==> src/rtl/pwm_cap_pkg.sv <==
// Shared definitions for the PWM capture block.
//   CW_DEF      : default width of the period/high-time counters and outputs
//   TIMEOUT_DEF : default number of clk cycles without a rising edge before
//                 the input is declared lost
//   state_t     : capture FSM encoding
package pwm_cap_pkg;

  localparam int          CW_DEF      = 32;
  localparam logic [31:0] TIMEOUT_DEF = 32'd4_000_000;

  typedef enum logic [1:0] {
    ST_IDLE = 2'd0,
    ST_ARM  = 2'd1,
    ST_MEAS = 2'd2
  } state_t;

endpackage

==> src/rtl/sync_edge.sv <==
// Brings an asynchronous input into the clk domain and flags its edges.
// Ports:
//   clk   : system clock
//   rst   : asynchronous active-high reset, clears all three flops
//   din   : asynchronous input
//   level : synchronized level (second flop)
//   rise  : one-cycle flag, synchronized level went 0 -> 1
//   fall  : one-cycle flag, synchronized level went 1 -> 0
module sync_edge (
  input  logic clk,
  input  logic rst,
  input  logic din,
  output logic level,
  output logic rise,
  output logic fall
);

  logic s1, s2, s3;

  // s1/s2 resolve metastability; s3 is the previous synchronized value.
  always_ff @(posedge clk or posedge rst) begin
    if (rst) begin
      s1 <= 1'b0;
      s2 <= 1'b0;
      s3 <= 1'b0;
    end else begin
      s1 <= din;
      s2 <= s1;
      s3 <= s2;
    end
  end

  assign level = s2;
  assign rise  = s2 & ~s3;
  assign fall  = ~s2 & s3;

endmodule

==> src/rtl/pwm_capture.sv <==
// Measures the period (rising edge to rising edge) and the high time of an
// external PWM waveform in clk cycles.
// Ports:
//   clk    : system clock
//   rst    : asynchronous active-high reset
//   en     : capture enable; low returns to idle and keeps the last result
//   pwm_in : asynchronous PWM input
//   period : last measured period, saturating at 2^CW-1
//   duty   : last measured high time within that period, saturating
//   valid  : one-cycle pulse when period/duty update
//   lost   : level; no rising edge for TIMEOUT cycles, or none since enable
module pwm_capture
  import pwm_cap_pkg::*;
#(
  parameter int          CW      = CW_DEF,
  parameter logic [31:0] TIMEOUT = TIMEOUT_DEF
) (
  input  logic          clk,
  input  logic          rst,
  input  logic          en,
  input  logic          pwm_in,
  output logic [CW-1:0] period,
  output logic [CW-1:0] duty,
  output logic          valid,
  output logic          lost
);

  state_t state, state_nx;

  logic          lvl, rise, fall_unused;
  logic [CW-1:0] cnt_p, cnt_h;
  // Cycles since the last rise (or since arming). Kept separate from cnt_p so
  // the timeout still works when CW is too narrow to count up to TIMEOUT.
  logic [31:0]   cnt_w;
  logic          tmo;

  function automatic logic [CW-1:0] sat_inc(input logic [CW-1:0] v);
    return (&v) ? v : v + CW'(1);
  endfunction

  sync_edge u_sync (
    .clk   (clk),
    .rst   (rst),
    .din   (pwm_in),
    .level (lvl),
    .rise  (rise),
    .fall  (fall_unused)
  );

  assign tmo = (cnt_w >= TIMEOUT);

  always_ff @(posedge clk or posedge rst) begin
    if (rst) state <= ST_IDLE;
    else     state <= state_nx;
  end

  // A rise takes priority over a coincident timeout.
  always_comb begin
    state_nx = state;
    unique case (state)
      ST_IDLE: if (en) state_nx = ST_ARM;
      ST_ARM: begin
        if (!en)       state_nx = ST_IDLE;
        else if (rise) state_nx = ST_MEAS;
      end
      ST_MEAS: begin
        if (!en)              state_nx = ST_IDLE;
        else if (!rise && tmo) state_nx = ST_ARM;
      end
      default: state_nx = ST_IDLE;
    endcase
  end

  always_ff @(posedge clk or posedge rst) begin
    if (rst) begin
      cnt_p  <= '0;
      cnt_h  <= '0;
      cnt_w  <= '0;
      period <= '0;
      duty   <= '0;
      valid  <= 1'b0;
      lost   <= 1'b1;
    end else begin
      valid <= 1'b0;
      if (!en) begin
        // Results are held; only the partial measurement is dropped.
        cnt_p <= '0;
        cnt_h <= '0;
        cnt_w <= '0;
        lost  <= 1'b1;
      end else begin
        unique case (state)
          ST_IDLE: begin
            cnt_p <= '0;
            cnt_h <= '0;
            cnt_w <= '0;
            lost  <= 1'b1;
          end
          ST_ARM: begin
            if (rise) begin
              // The rise cycle is the first cycle of the new period and is high.
              cnt_p <= CW'(1);
              cnt_h <= CW'(1);
              cnt_w <= 32'd1;
            end else if (tmo) begin
              cnt_w  <= '0;
              lost   <= 1'b1;
              period <= '0;
              duty   <= '0;
            end else begin
              cnt_w <= cnt_w + 32'd1;
            end
          end
          ST_MEAS: begin
            if (rise) begin
              period <= cnt_p;
              duty   <= cnt_h;
              valid  <= 1'b1;
              lost   <= 1'b0;
              cnt_p  <= CW'(1);
              cnt_h  <= CW'(1);
              cnt_w  <= 32'd1;
            end else if (tmo) begin
              lost   <= 1'b1;
              period <= '0;
              duty   <= '0;
              cnt_p  <= '0;
              cnt_h  <= '0;
              cnt_w  <= '0;
            end else begin
              cnt_p <= sat_inc(cnt_p);
              if (lvl) cnt_h <= sat_inc(cnt_h);
              cnt_w <= cnt_w + 32'd1;
            end
          end
          default: begin
            cnt_p <= '0;
            cnt_h <= '0;
            cnt_w <= '0;
            lost  <= 1'b1;
          end
        endcase
      end
    end
  end

endmodule

==> config.mk <==
export PLATFORM = sky130hd
export DESIGN_NAME = pwm_capture
export DESIGN_NICKNAME = d
export VERILOG_FILES = /design/src/rtl/pwm_cap_pkg.sv /design/src/rtl/sync_edge.sv /design/src/rtl/pwm_capture.sv
export SDC_FILE = /design/constraint.sdc
export NUM_CORES = 1
export LEC_CHECK = 0
export ABC_AREA = 1
export CAP_MARGIN = 10
export CELL_PAD_IN_SITES_DETAIL_PLACEMENT = 0
export CELL_PAD_IN_SITES_GLOBAL_PLACEMENT = 1
export CORE_ASPECT_RATIO = 0.9
export CORE_MARGIN = 2
export CORE_UTILIZATION = 49
export CTS_BUF_LIST = sky130_fd_sc_hd__clkbuf_2
export DETAILED_ROUTE_END_ITERATION = 8
export PLACE_DENSITY = 0.95
export SKIP_LAST_GASP = 1
export SLEW_MARGIN = 20
export SYNTH_ARGS = -nofsm -noshare
export SYNTH_HDL_FRONTEND = slang
export SYNTH_SLANG_ARGS = --single-unit
==> constraint.sdc <==
create_clock -name clk -period 13.2 [get_ports clk]
set_input_delay 2.64 -clock clk [delete_from_list [all_inputs] [get_ports clk]]
set_output_delay 2.64 -clock clk [all_outputs]
set_load 0.05 [all_outputs]
### After elaboration in Yosys (flattened, before gate mapping)

Cells that the tools add are included.

* flip-flop bits (word level): 167

* multiplexer cells: 38
* $lt $le $gt $ge: 1
* eq/ne operators: 10
* bitwise gates (word level): 2
* add/sub/neg operators: 3
* reductions and logical operators: 11

Operators by type and width (count)
* 2-to-1 mux 32 bit: 20
* one-hot mux 32 bit (2 select lines): 4
* adder 32 x 1 -> 32 bit (second input constant): 3
* AND reduction 32 bit: 2
* greater-or-equal comparator 32 x 22 -> 1 bit (second input constant): 1
* 2-to-1 mux 2 bit: 5
* != test 5 bit (second input constant): 2
* != test 3 bit (second input constant): 3
* AND reduction 3 bit: 3
* 2-to-1 mux 1 bit: 7
* one-hot mux 2 bit (3 select lines): 1
* != test 5 x 4 -> 1 bit (second input constant): 1
* != test 2 bit (second input constant): 2
* equality test 2 x 1 -> 1 bit (second input constant): 1
* equality test 2 bit (second input constant): 1
* zero test 2 bit: 1
* one-hot mux 1 bit (2 select lines): 1
* AND reduction 2 bit: 1
* nonzero test 2 bit: 1
* OR reduction 2 bit: 1
* bitwise AND 1 bit: 1
* logical AND 1 bit: 1
* zero test 1 bit: 1
* NOT 1 bit: 1

### Longest topological paths before layout

* depth after elaboration: 7
* gate-level depth with buffers: 13
* mapped depth without buffers: 13

### By module

From an unflattened synthesis, not the netlist that was laid out.

* cells, all modules: 1194
* area total of the unflattened synthesis: 9002.4 um^2

Modules (own cells, without submodules)
* pwm_capture: cells each 1186, sequential area each 4105.2 um^2, area an instance 8908.5 um^2, times used 1
* sync_edge: cells each 8, sequential area each 75.1 um^2, area an instance 93.8 um^2, times used 1

### Worst setup path after synthesis

Ideal clock, no wire load.

* path kind: input -> register
* from: input en
* to: register duty[18]
* arrival: 3.752 ns
* path buffers: 2
* stages on the path: 7
* setup slack: 9.316 ns
* cells stage by stage: buf_4 -> nand2_1 -> nor2_2 -> a21oi_1 -> o21ai_4 -> buf_6 -> o22ai_1

* cells in the longest elaborated chain, start to end: 1

RTL lines
* start, declared: line pwm_capture.sv:20 `input logic en,`
* AND reduction 3 bit (no source line)
* end signal, assigned: line pwm_capture.sv:117 `duty <= cnt_h;`
* end, declared: line pwm_capture.sv:23 `output logic [CW-1:0] duty,`

Every way passes these cells.
A chain may end at the register's enable or synchronous reset.

### Worst setup path in the final report

* from: input en
* to: register duty[1]

The elaborated chain is that of the path after synthesis.

==> impl_metrics.yaml <==
synthesis:
  ys_warn_count: 0
  syn_area_per_cell_um2: 7.71
  synth_ff_type: "dfrtp_1"
  synth_edf_count: 0
  ys_ff_latch: 167
  synth_cells: 1160
  seq_area_frac_synth: 0.468
  synthArstFlopShare: 1.00
  yosysUniqueCellTypes: 45
  synth_area_mm2: 0.00894
route:
  wire_per_inst_um: 14.6
  routed_wirelength_um: 21500
  drt_iter0_drc: 588
  via_per_inst: 5.19
  via_count: 7673
  drc: 0
  drt_pass1_iterations: 6
  postRouteAntennaNets: 0
global_routing:
  grt_pass1_wl_um: 36500
  grt_usage: 0.232
  antenna_found_initial: 0
  grt-ovfl-total: 0
  grt_max_degree: 108
  grt_pass1_vias: 7242
sta:
  post-route-period-util: 0.373
  fin_hold_ws_ns: 0.444
  tns_ns: 0
  rsz0062_at_grt: "no"
  setup_ws_ns: 8.27
  maxSlewViolCount: 0
  hold_viol: 0
  worstMarginPinSlew_ns: 0.954
  maxSlewHeadroom: 0.364
  max_freq_mhz: 203
  min_period_ns: 4.93
  finalSetupViolCount: 0
  skew_ns: 0.0429
setup_path:
  cp-end-kind: "flip-flop"
  worstPathRequired_ns: 13.81
  critPathSlowestCell: "clkdlybuf4s50_1"
  start_kind: "primary input"
  crit_type: "in -> reg"
  crit_fanout: 46
  path_buf_inv: 2
  crit_arrival_ns: 5.54
  crit_family: "buffers and inverters"
  ff2ff_setup_slack_ns: 10.09
  critPathMaxStageDelay_ns: 0.97
  crit_chain: "clkdlybuf4s50_1, nand2_1, nor2_2, a21oi_1, o21ai_4, buf_4, o21ai_0"
floorplanning:
  fp.dieH_um: 132
  initial_core_util: 0.504
  core_area_mm2: 0.0177
  num_rows: 46
  ios: 70
  dieArea_mm2: 0.0193
  die_w_um: 146
placement:
  io_buffers: 69
  placed_cells: 1446
  gp_congestion: 0.887
  dp_hpwl_um: 15000
  post-place-ws_ns: 7.53
power_and_ir_drop:
  power_density_mw_per_mm2: 103
  ir_worst_vdd_mv: 0.0620
  leakage_nw: 4.32
hold_path:
  hold_path.class: "reg -> reg"
clocking:
  worstSkewPairLatency_ns: 0.76
  clk_path_buf_depth: 2
  cts_resized: 0
  cts.clk_slew.worst_paths_ns: 0.22
  cts_hold_buf: 0
  numCtsBuffers: 17
  cts_sinks: 167
  root_buffer: "clkbuf_2"
  cts_setup_buffers: 0
  htreeDepth: 4
  cts_tree: "built"
finish:
  n_antenna_cell: 0
  layout_common_cells: "nand2_1, inv_1, dfrtp_1"
  drive_gt1_frac: 0.0703
  utilization: 0.567
  area_growth_pct: 12.4
  final_nets: 1237
  stdcell_count: 1478
  layout_commonest_cell: "nand2_1"
flow_run:
  cap_violations: 0
outcome:
  status: "finished clean"
[registers in the layout, indices dropped and copies added, names as in the netlist]
register / count
u_sync.level: 1
duty: 32
valid: 1
u_sync.s1: 1
state: 2
cnt_p: 32
lost: 1
period: 32
u_sync.s3: 1
cnt_h: 32
cnt_w: 32
[path summary, 6_finish.rpt]
check                                        from                endpoint  cells after the start
min reg2reg                u_sync.level$_DFF_PP0_     u_sync.s3$_DFF_PP0_                      0
min in group asynchronous                     rst  period[28]$_DFFE_PP0P_                      2
max                                            en     duty[1]$_DFFE_PP0P_                      7
max in group asynchronous                     rst  period[26]$_DFFE_PP0P_                      3
min                        u_sync.level$_DFF_PP0_     u_sync.s3$_DFF_PP0_                      0
max reg2reg                  state[0]$_DFFE_PP0P_     duty[1]$_DFFE_PP0P_                      8
[through the flow]
| step | instance area [um^2] | power [W] |
|---|---|---|
| 5_1_grt | 10000 | 0.00108 |
| 4_1_cts | 10000 | 0.00104 |
| 3_3_place_gp | 9750 | 0.000712 |
| 6_report | 10000 | 0.00103 |
| 3_5_place_dp | 9750 | 0.000715 |
| 2_1_floorplan | 8970 | 0.000683 |
[where the power goes]
part | internal, W | leakage (nW) | switching [W]
registers | 0.000524 | 2.30 | 0.00000934
logic | 0.0000361 | 1.87 | 0.000137
clock network | 0.000142 | 0.161 | 0.000183
[kinds of logic after synthesis]
kind of cell	Yosys count	synth area share
DFF	167	0.468
other	1	0.000420
AOI/OAI and AO/OA	142	0.0948
xor gates and xnor gates	25	0.0245
and+or+nand+nor	564	0.282
adders and majority gates	8	0.0112
buffers and inverters	253	0.119
[per-layer routing]
metal / global-route usage / wire [um] / vias up
met2: 0.368 / 9840 / 216
li1: - / - / 3801
met1: 0.337 / 10300 / 3641
met3: 0.0436 / 1290 / 15
met4: 0.0431 / 148 / 0
met5: 0 / 0 / -
[cell type report]
class                      count  area (um^2)
clock buffer                  18         90.1
clock inverter                14          205
fill                        1690         7680
inverter                     217          820
multi-input combinational    749         3730
sequential                   167         4180
tap                          240          300
timing repair buffer          73          721
[cells in the mapped netlist (2+ instances only)]
library cell,instances,area share
dfrtp_1,166,0.46
nor3_1,29,0.016
nand3_1,78,0.044
o21ai_1,14,0.0078
xnor2_1,8,0.0078
clkbuf_1,9,0.0038
buf_6,13,0.016
nor2_1,137,0.058
nand4_1,34,0.024
buf_4,3,0.0025
nor4_1,2,0.0014
a21oi_2,2,0.0020
nand2_2,9,0.0063
nand3b_1,2,0.0017
a21oi_1,17,0.0095
o21ai_0,38,0.021
o21ai_2,10,0.0098
xor2_1,17,0.017
a31oi_1,3,0.0021
inv_1,209,0.088
nor3_2,3,0.0034
buf_1,4,0.0017
nor3b_1,2,0.0017
nand2_1,246,0.10
inv_2,7,0.0029
nand3_2,2,0.0022
nor2_2,10,0.0070
ha_1,8,0.011
buf_2,6,0.0034
nor2_4,4,0.0050
o22ai_1,54,0.038
(Power assumes the default switching activity.)
